<file path="src/rtl/uart_cmd_pkg.sv">
// Shared definitions for the UART command sequencer: command codes, FSM states,
// response constants and err_flags bit positions.
package uart_cmd_pkg;

    localparam logic [7:0] CMD_CSR_WR   = 8'h00;
    localparam logic [7:0] CMD_CSR_RD   = 8'h10;
    localparam logic [7:0] CMD_BUF_WR_A = 8'h20;
    localparam logic [7:0] CMD_BUF_WR_B = 8'h30;
    localparam logic [7:0] CMD_START    = 8'h50;
    localparam logic [7:0] CMD_STATUS   = 8'h70;

    localparam int PKT_BYTES = 7;

    localparam logic [7:0]  ACK_OK  = 8'hA5;
    localparam logic [7:0]  ACK_ERR = 8'hEE;
    localparam logic [31:0] BAD_RD  = 32'hDEADBEEF;

    localparam int ERR_ILLEGAL = 0;
    localparam int ERR_TIMEOUT = 1;
    localparam int ERR_OVERRUN = 2;

    typedef enum logic [2:0] {
        IDLE,
        COLLECT,
        EXEC,
        RD_WAIT,
        TX
    } state_t;

endpackage

</file>
<file path="src/rtl/uart_cmd_resp_ser.sv">
// Serializes a 1..4 byte response word LSB-first onto a valid/ready byte stream;
// done pulses combinationally with the handshake of the final byte.
module uart_cmd_resp_ser (
    input  logic        clk,
    input  logic        rst_n,
    input  logic        load,
    input  logic [31:0] word,
    input  logic [2:0]  nbytes,
    output logic [7:0]  tx_data,
    output logic        tx_valid,
    input  logic        tx_ready,
    output logic        done
);

    logic [31:0] shreg;
    logic [2:0]  remaining;

    always_ff @(posedge clk or negedge rst_n) begin
        if (!rst_n) begin
            shreg     <= '0;
            remaining <= '0;
        end else if (load) begin
            shreg     <= word;
            remaining <= nbytes;
        end else if (tx_valid && tx_ready) begin
            shreg     <= shreg >> 8;
            remaining <= remaining - 3'd1;
        end
    end

    assign tx_valid = (remaining != 3'd0);
    assign tx_data  = tx_valid ? shreg[7:0] : 8'h00;
    assign done     = tx_valid && tx_ready && (remaining == 3'd1);

endmodule

</file>
<file path="src/rtl/uart_cmd_ctrl.sv">
// Host command sequencer: assembles 7-byte UART packets and dispatches CSR, buffer,
// START and STATUS operations. Define UART_CMD_ACK_EN to acknowledge write-type packets.
module uart_cmd_ctrl
    import uart_cmd_pkg::*;
#(
    parameter int BUF_AW       = 6,
    parameter int CSR_AW       = 8,
    parameter int BYTE_TIMEOUT = 50000
) (
    input  logic              clk,
    input  logic              rst_n,
    input  logic [7:0]        rx_data,
    input  logic              rx_valid,
    output logic [7:0]        tx_data,
    output logic              tx_valid,
    input  logic              tx_ready,
    output logic              csr_wr_en,
    output logic              csr_rd_en,
    output logic [CSR_AW-1:0] csr_addr,
    output logic [31:0]       csr_wdata,
    input  logic [31:0]       csr_rdata,
    output logic              a_wr_en,
    output logic              b_wr_en,
    output logic [BUF_AW-1:0] buf_addr,
    output logic [31:0]       buf_wdata,
    output logic              start_pulse,
    input  logic              core_busy,
    input  logic              core_done,
    output logic [2:0]        err_flags
);

    localparam int TW = $clog2(BYTE_TIMEOUT + 1);

    state_t        state, state_nxt;
    logic [2:0]    byte_cnt;
    logic [7:0]    cmd;
    logic [15:0]   addr;
    logic [31:0]   data;
    logic [TW-1:0] tmo_cnt;
    logic          done_sticky;

    logic        csr_bad, buf_bad, tmo_hit, overrun_hit;
    logic        exec_illegal, start_ok, status_clr;
    logic [2:0]  err_set;
    logic        ser_load, ser_done;
    logic [31:0] ser_word;
    logic [2:0]  ser_nbytes;

    assign csr_addr  = addr[CSR_AW-1:0];
    assign buf_addr  = addr[BUF_AW-1:0];
    assign csr_wdata = data;
    assign buf_wdata = data;

    always_comb begin
        csr_bad     = (addr >> CSR_AW) != '0;
        buf_bad     = (addr >> BUF_AW) != '0;
        tmo_hit     = (state == COLLECT) && !rx_valid && (tmo_cnt == TW'(BYTE_TIMEOUT - 1));
        overrun_hit = rx_valid && (state == EXEC || state == RD_WAIT || state == TX);
    end

    always_comb begin
        state_nxt    = state;
        csr_wr_en    = 1'b0;
        csr_rd_en    = 1'b0;
        a_wr_en      = 1'b0;
        b_wr_en      = 1'b0;
        start_pulse  = 1'b0;
        exec_illegal = 1'b0;
        start_ok     = 1'b0;
        status_clr   = 1'b0;
        ser_load     = 1'b0;
        ser_word     = '0;
        ser_nbytes   = '0;
        case (state)
            IDLE: begin
                if (rx_valid) state_nxt = COLLECT;
            end
            COLLECT: begin
                if (rx_valid && byte_cnt == 3'(PKT_BYTES - 1)) state_nxt = EXEC;
                else if (tmo_hit)                              state_nxt = IDLE;
            end
            EXEC: begin
                state_nxt = IDLE;
                case (cmd)
                    CMD_CSR_WR: begin
                        exec_illegal = csr_bad;
                        csr_wr_en    = !csr_bad;
                    end
                    CMD_CSR_RD: begin
                        exec_illegal = csr_bad;
                        csr_rd_en    = !csr_bad;
                        state_nxt    = RD_WAIT;
                    end
                    CMD_BUF_WR_A: begin
                        exec_illegal = buf_bad;
                        a_wr_en      = !buf_bad;
                    end
                    CMD_BUF_WR_B: begin
                        exec_illegal = buf_bad;
                        b_wr_en      = !buf_bad;
                    end
                    CMD_START: begin
                        exec_illegal = core_busy;
                        start_ok     = !core_busy;
                        start_pulse  = !core_busy;
                    end
                    CMD_STATUS: begin
                        // Snapshot reflects flags before this cycle's clear and sets
                        status_clr = 1'b1;
                        ser_load   = 1'b1;
                        ser_word   = {26'b0, err_flags, done_sticky, core_busy};
                        ser_nbytes = 3'd4;
                        state_nxt  = TX;
                    end
                    default: exec_illegal = 1'b1;
                endcase
`ifdef UART_CMD_ACK_EN
                if (cmd != CMD_CSR_RD && cmd != CMD_STATUS) begin
                    ser_load   = 1'b1;
                    ser_word   = {24'b0, (exec_illegal ? ACK_ERR : ACK_OK)};
                    ser_nbytes = 3'd1;
                    state_nxt  = TX;
                end
`endif
            end
            RD_WAIT: begin
                ser_load   = 1'b1;
                ser_word   = csr_bad ? BAD_RD : csr_rdata;
                ser_nbytes = 3'd4;
                state_nxt  = TX;
            end
            TX: begin
                if (ser_done) state_nxt = IDLE;
            end
            default: state_nxt = IDLE;
        endcase
    end

    always_ff @(posedge clk or negedge rst_n) begin
        if (!rst_n) begin
            state    <= IDLE;
            byte_cnt <= '0;
            cmd      <= '0;
            addr     <= '0;
            data     <= '0;
            tmo_cnt  <= '0;
        end else begin
            state <= state_nxt;
            if (state == COLLECT && !rx_valid) tmo_cnt <= tmo_cnt + TW'(1);
            else                               tmo_cnt <= '0;
            if (rx_valid && state == IDLE) begin
                cmd      <= rx_data;
                byte_cnt <= 3'd1;
            end else if (rx_valid && state == COLLECT) begin
                // Bytes arrive LSB-first, so shift each new byte in from the top
                byte_cnt <= byte_cnt + 3'd1;
                if (byte_cnt < 3'd3) addr <= {rx_data, addr[15:8]};
                else                 data <= {rx_data, data[31:8]};
            end
        end
    end

    always_comb begin
        err_set              = '0;
        err_set[ERR_ILLEGAL] = exec_illegal;
        err_set[ERR_TIMEOUT] = tmo_hit;
        err_set[ERR_OVERRUN] = overrun_hit;
    end

    always_ff @(posedge clk or negedge rst_n) begin
        if (!rst_n) begin
            err_flags   <= '0;
            done_sticky <= 1'b0;
        end else begin
            err_flags   <= (status_clr ? 3'b000 : err_flags) | err_set;
            done_sticky <= core_done | (done_sticky & !start_ok);
        end
    end

    uart_cmd_resp_ser u_ser (
        .clk      (clk),
        .rst_n    (rst_n),
        .load     (ser_load),
        .word     (ser_word),
        .nbytes   (ser_nbytes),
        .tx_data  (tx_data),
        .tx_valid (tx_valid),
        .tx_ready (tx_ready),
        .done     (ser_done)
    );

endmodule

</file>
<file path="config.mk">
export PLATFORM = sky130hd
export DESIGN_NAME = uart_cmd_ctrl
export DESIGN_NICKNAME = d
export VERILOG_FILES = /design/src/rtl/uart_cmd_pkg.sv /design/src/rtl/uart_cmd_resp_ser.sv /design/src/rtl/uart_cmd_ctrl.sv
export SDC_FILE = /design/constraint.sdc
export NUM_CORES = 1
export LEC_CHECK = 0
export CAP_MARGIN = 10
export CORE_MARGIN = 8
export CORE_UTILIZATION = 25
export DETAILED_ROUTE_END_ITERATION = 12
export PLACE_DENSITY = 0.56
export SYNTH_ARGS = -nofsm -noshare
export SYNTH_HDL_FRONTEND = slang
export SYNTH_SLANG_ARGS = --single-unit
</file>
<file path="constraint.sdc">
create_clock -name clk -period 6.5 [get_ports clk]
set_input_delay 1.625 -clock clk [delete_from_list [all_inputs] [get_ports clk]]
set_output_delay 1.625 -clock clk [all_outputs]
set_load 0.02 [all_outputs]
</file>
==> results.cfg <==
[synthesis]
ys.flop_type = dfrtp_1
ys_seq_elements = 117
synthesis.instances = 497
synth_edf_count = 0
synth_nets = 549
synth_cell_types = 51
netlist.area_leader.share_pct = 52.12
syn_avg_cell_area_um2 = 11.30
ys_top_cells_by_area = dfrtp_1 52%, mux2_2 11%, buf_4 6.5%
synth-warning-count = 0
synth_area_mm2 = 0.005618
ys_seq_area_share_pct = 52.12
yosysTopAreaCell = dfrtp_1
synth_common_cells = 117 x dfrtp_1, 54 x mux2_2, 49 x buf_4
synthArstFlopShare_pct = 100.0
synth_most_common_cell = dfrtp_1

[worst_setup_path]
crit_type = reg2out
path_cells = or4_1 -> or2_1 -> or3_4 -> nor3_1 -> clkdlybuf4s50_1
endpoint_kind = output port
crit_buf_inv = 1
crit_arrival_ns = 3.24
cpLargestDelayFamily = simple AND/OR/NAND/NOR gates
cp_max_fo = 28
cpMaxStageDelayCell = clkdlybuf4s50_1
cp.required_ns = 4.88
slowest_delay_ns = 0.64
startpoint_type = register

[clocking]
cts_made_buffers = 17
hold_buffers = 0
h-tree-depth = 4
cts_tree = done
cts_resized = 0
cts_root_buffer = clkbuf_16
cts_sinks = 117
clk_latency_ns = 0.41
path_clk_slew_ns = 0.06
cts_setup_buffers = 0
cts-root-to-sink-buffers = 2

[placed_design]
dpl.hpwl_um = 11250
numPortBuffers = 140
gp_congestion = 0.8004

[die]
core-area_mm2 = 0.02237
fp.dieH_um = 165.9
io_pins = 141
rows = 55
dieWidth_um = 165.9
initial_core_util_pct = 25.12
die_area_mm2 = 0.02752

[job]
maxCapViolations = 0

[timing]
clock.fmax_mhz = 205.3
fin_crit_ns = 4.870
timing_hold_violations_final = 0
finClkSkew_ns = 0.006997
rsz0062_at_grt = no
tns_ns = 0
tightest_slew_ns = 0.8897
whs_ns = 0.4587
setup_viol = 0
slew_headroom_pct = 40.68
fin_crit_sh_pct = 74.92
maxSlewViolCount = 0

[routing]
drtIter0Drc = 292
wl_met2_um = 7644
dr.max_layer_used = met5
routed-wl-met3_um = 636
routed_via_density = 4.629
drc = 0
route.vias.total = 4087
postRouteAntennaNets = 0
first_pass_iters = 4
met1_length_um = 6608
avgRoutedWirePerCell_um = 17.28
wirelength_um = 15260

[finish]
nets = 637
n_fill_cell = 2149
syn_to_final_growth_pct = 34.63
drive_gt1_share_pct = 15.72
antenna_cells = 0

[pwr]
pwr-share-comb_pct = 41.7
sequentialPowerShare_pct = 32.3
p_sw_share_pct = 34.69
leakagePower_nw = 3.057
clkPwrFrac_pct = 26.1
cellPowerDensity_mw_per_mm2 = 506.2
ir_worst_vdd_mv = 0.1863
internal_power_w = 0.002500
p_switching_w = 0.001328

[global_routing]
grt_overflow = 0
grt_util_all_layers_pct = 11.15
grt_pass1_wl_um = 24530
grt_pass1_vias = 4295
grt_max_degree = 65
antenna_found_initial = 1

[run_status]
outcome = finished, final reports clean

[worst_hold_path]
hold_path.class = reg2reg
==> path summary, 6_finish.rpt <==
| check | slack [ns] | cells past startpoint | to | from |
|---|---|---|---|---|
| max | 1.63 | 5 | b_wr_en | addr[9] |
| min | 0.46 | 1 | tmo_cnt[0] | tmo_cnt[0] |
| max reg2reg | 3.81 | 7 | u_ser.shreg[13] | u_ser.remaining[0] |
| min reg2reg | 0.46 | 1 | tmo_cnt[0] | tmo_cnt[0] |
| max in group asynchronous | 3.97 | 2 | u_ser.shreg[5] | rst_n |
| min in group asynchronous | 1.31 | 1 | buf_wdata[18] | rst_n |
==> layer usage <==
layer  vias to the layer above  global-route usage [%]
met5                         -                       0
met4                         2                   5.059
met3                        25                   3.518
met2                        77                   18.66
met1                      2060                   12.88
li1                       1923                       -
==> state kept, by name, summed over array words and instances (netlist names) <==
signal           count
err_flags            3
byte_cnt             3
u_ser.remaining      3
tmo_cnt             16
addr                16
buf_wdata           32
state                3
done_sticky          1
cmd                  8
u_ser.shreg         32
==> metrics by stage <==
step	utilization, %	instances	total power [W]	worst slack [ns]	instance area (um^2)
2_1_floorplan	-	497	0.002282	2.461	5618
3_3_place_gp	30.98	851	0.002829	1.666	6929
3_5_place_dp	30.98	851	0.002872	1.653	6929
4_1_cts	33.82	883	0.003886	1.546	7564
5_1_grt	33.82	883	0.004026	1.421	7564
6_report	33.82	883	0.003828	1.630	7564
==> worst reg2reg max path, cell delays in order (launching register included) <==
cell,delay [ns]
dfrtp_1,0.38
inv_1,0.11
ha_1,0.16
nand2b_1,0.28
nand2_1,0.30
buf_4,0.33
nand3_1,0.66
a2bb2oi_1,0.35
==> power groups by stage <==
stage	logic, W	clock network [W]	registers (W)
after global routing	0.00169	0.00105	0.00128
after CTS	0.00162	0.00102	0.00124
after global placement	0.00160	0	0.00123
after floorplan	0.000988	0	0.00129
after detailed placement	0.00162	0	0.00125
final	0.00159	0.000998	0.00124
==> cells by family (layout without fill, tap and decap cells) <==
group	after synthesis	after routing	synth area share, %
compound gates	99	99	12.49
buf+inv	89	190	9.443
flops	117	117	52.12
simple gates	117	117	11.38
mux	56	56	11.20
xor+xnor	13	13	2.027
fa+ha+maj	6	6	1.336
==> area by class of cell <==
cell class	instances	area (um^2)	area share, %
well taps	285	356.6	4.715
clock buffers	21	460.4	6.088
clock inverters	11	173.9	2.299
multi-input cells	291	2160	28.55
inverters	13	48.80	0.6452
flip-flops and latches	117	2928	38.71
repair buffers	145	1436	18.99
==> placed cells by master, fill, tap and decap left out, drive strengths merged, types with 3 or more instances in the layout <==
cell type	instances
a21oi	8
a22o	3
a2bb2oi	20
a32oi	5
and2	10
and3	3
buf	6
bufinv	4
clkbuf	21
clkdlybuf4s50	139
clkinv	3
clkinvlp	3
dfrtp	117
ha	6
inv	14
mux2	55
nand2	17
nand2b	3
nand3	14
nand4	8
nor2	31
nor3	6
o211ai	24
o21ai	26
o2bb2ai	6
or3	7
or4	3
xnor2	4
xor2	9
No activity file was read; power rests on OpenSTA's default activity.
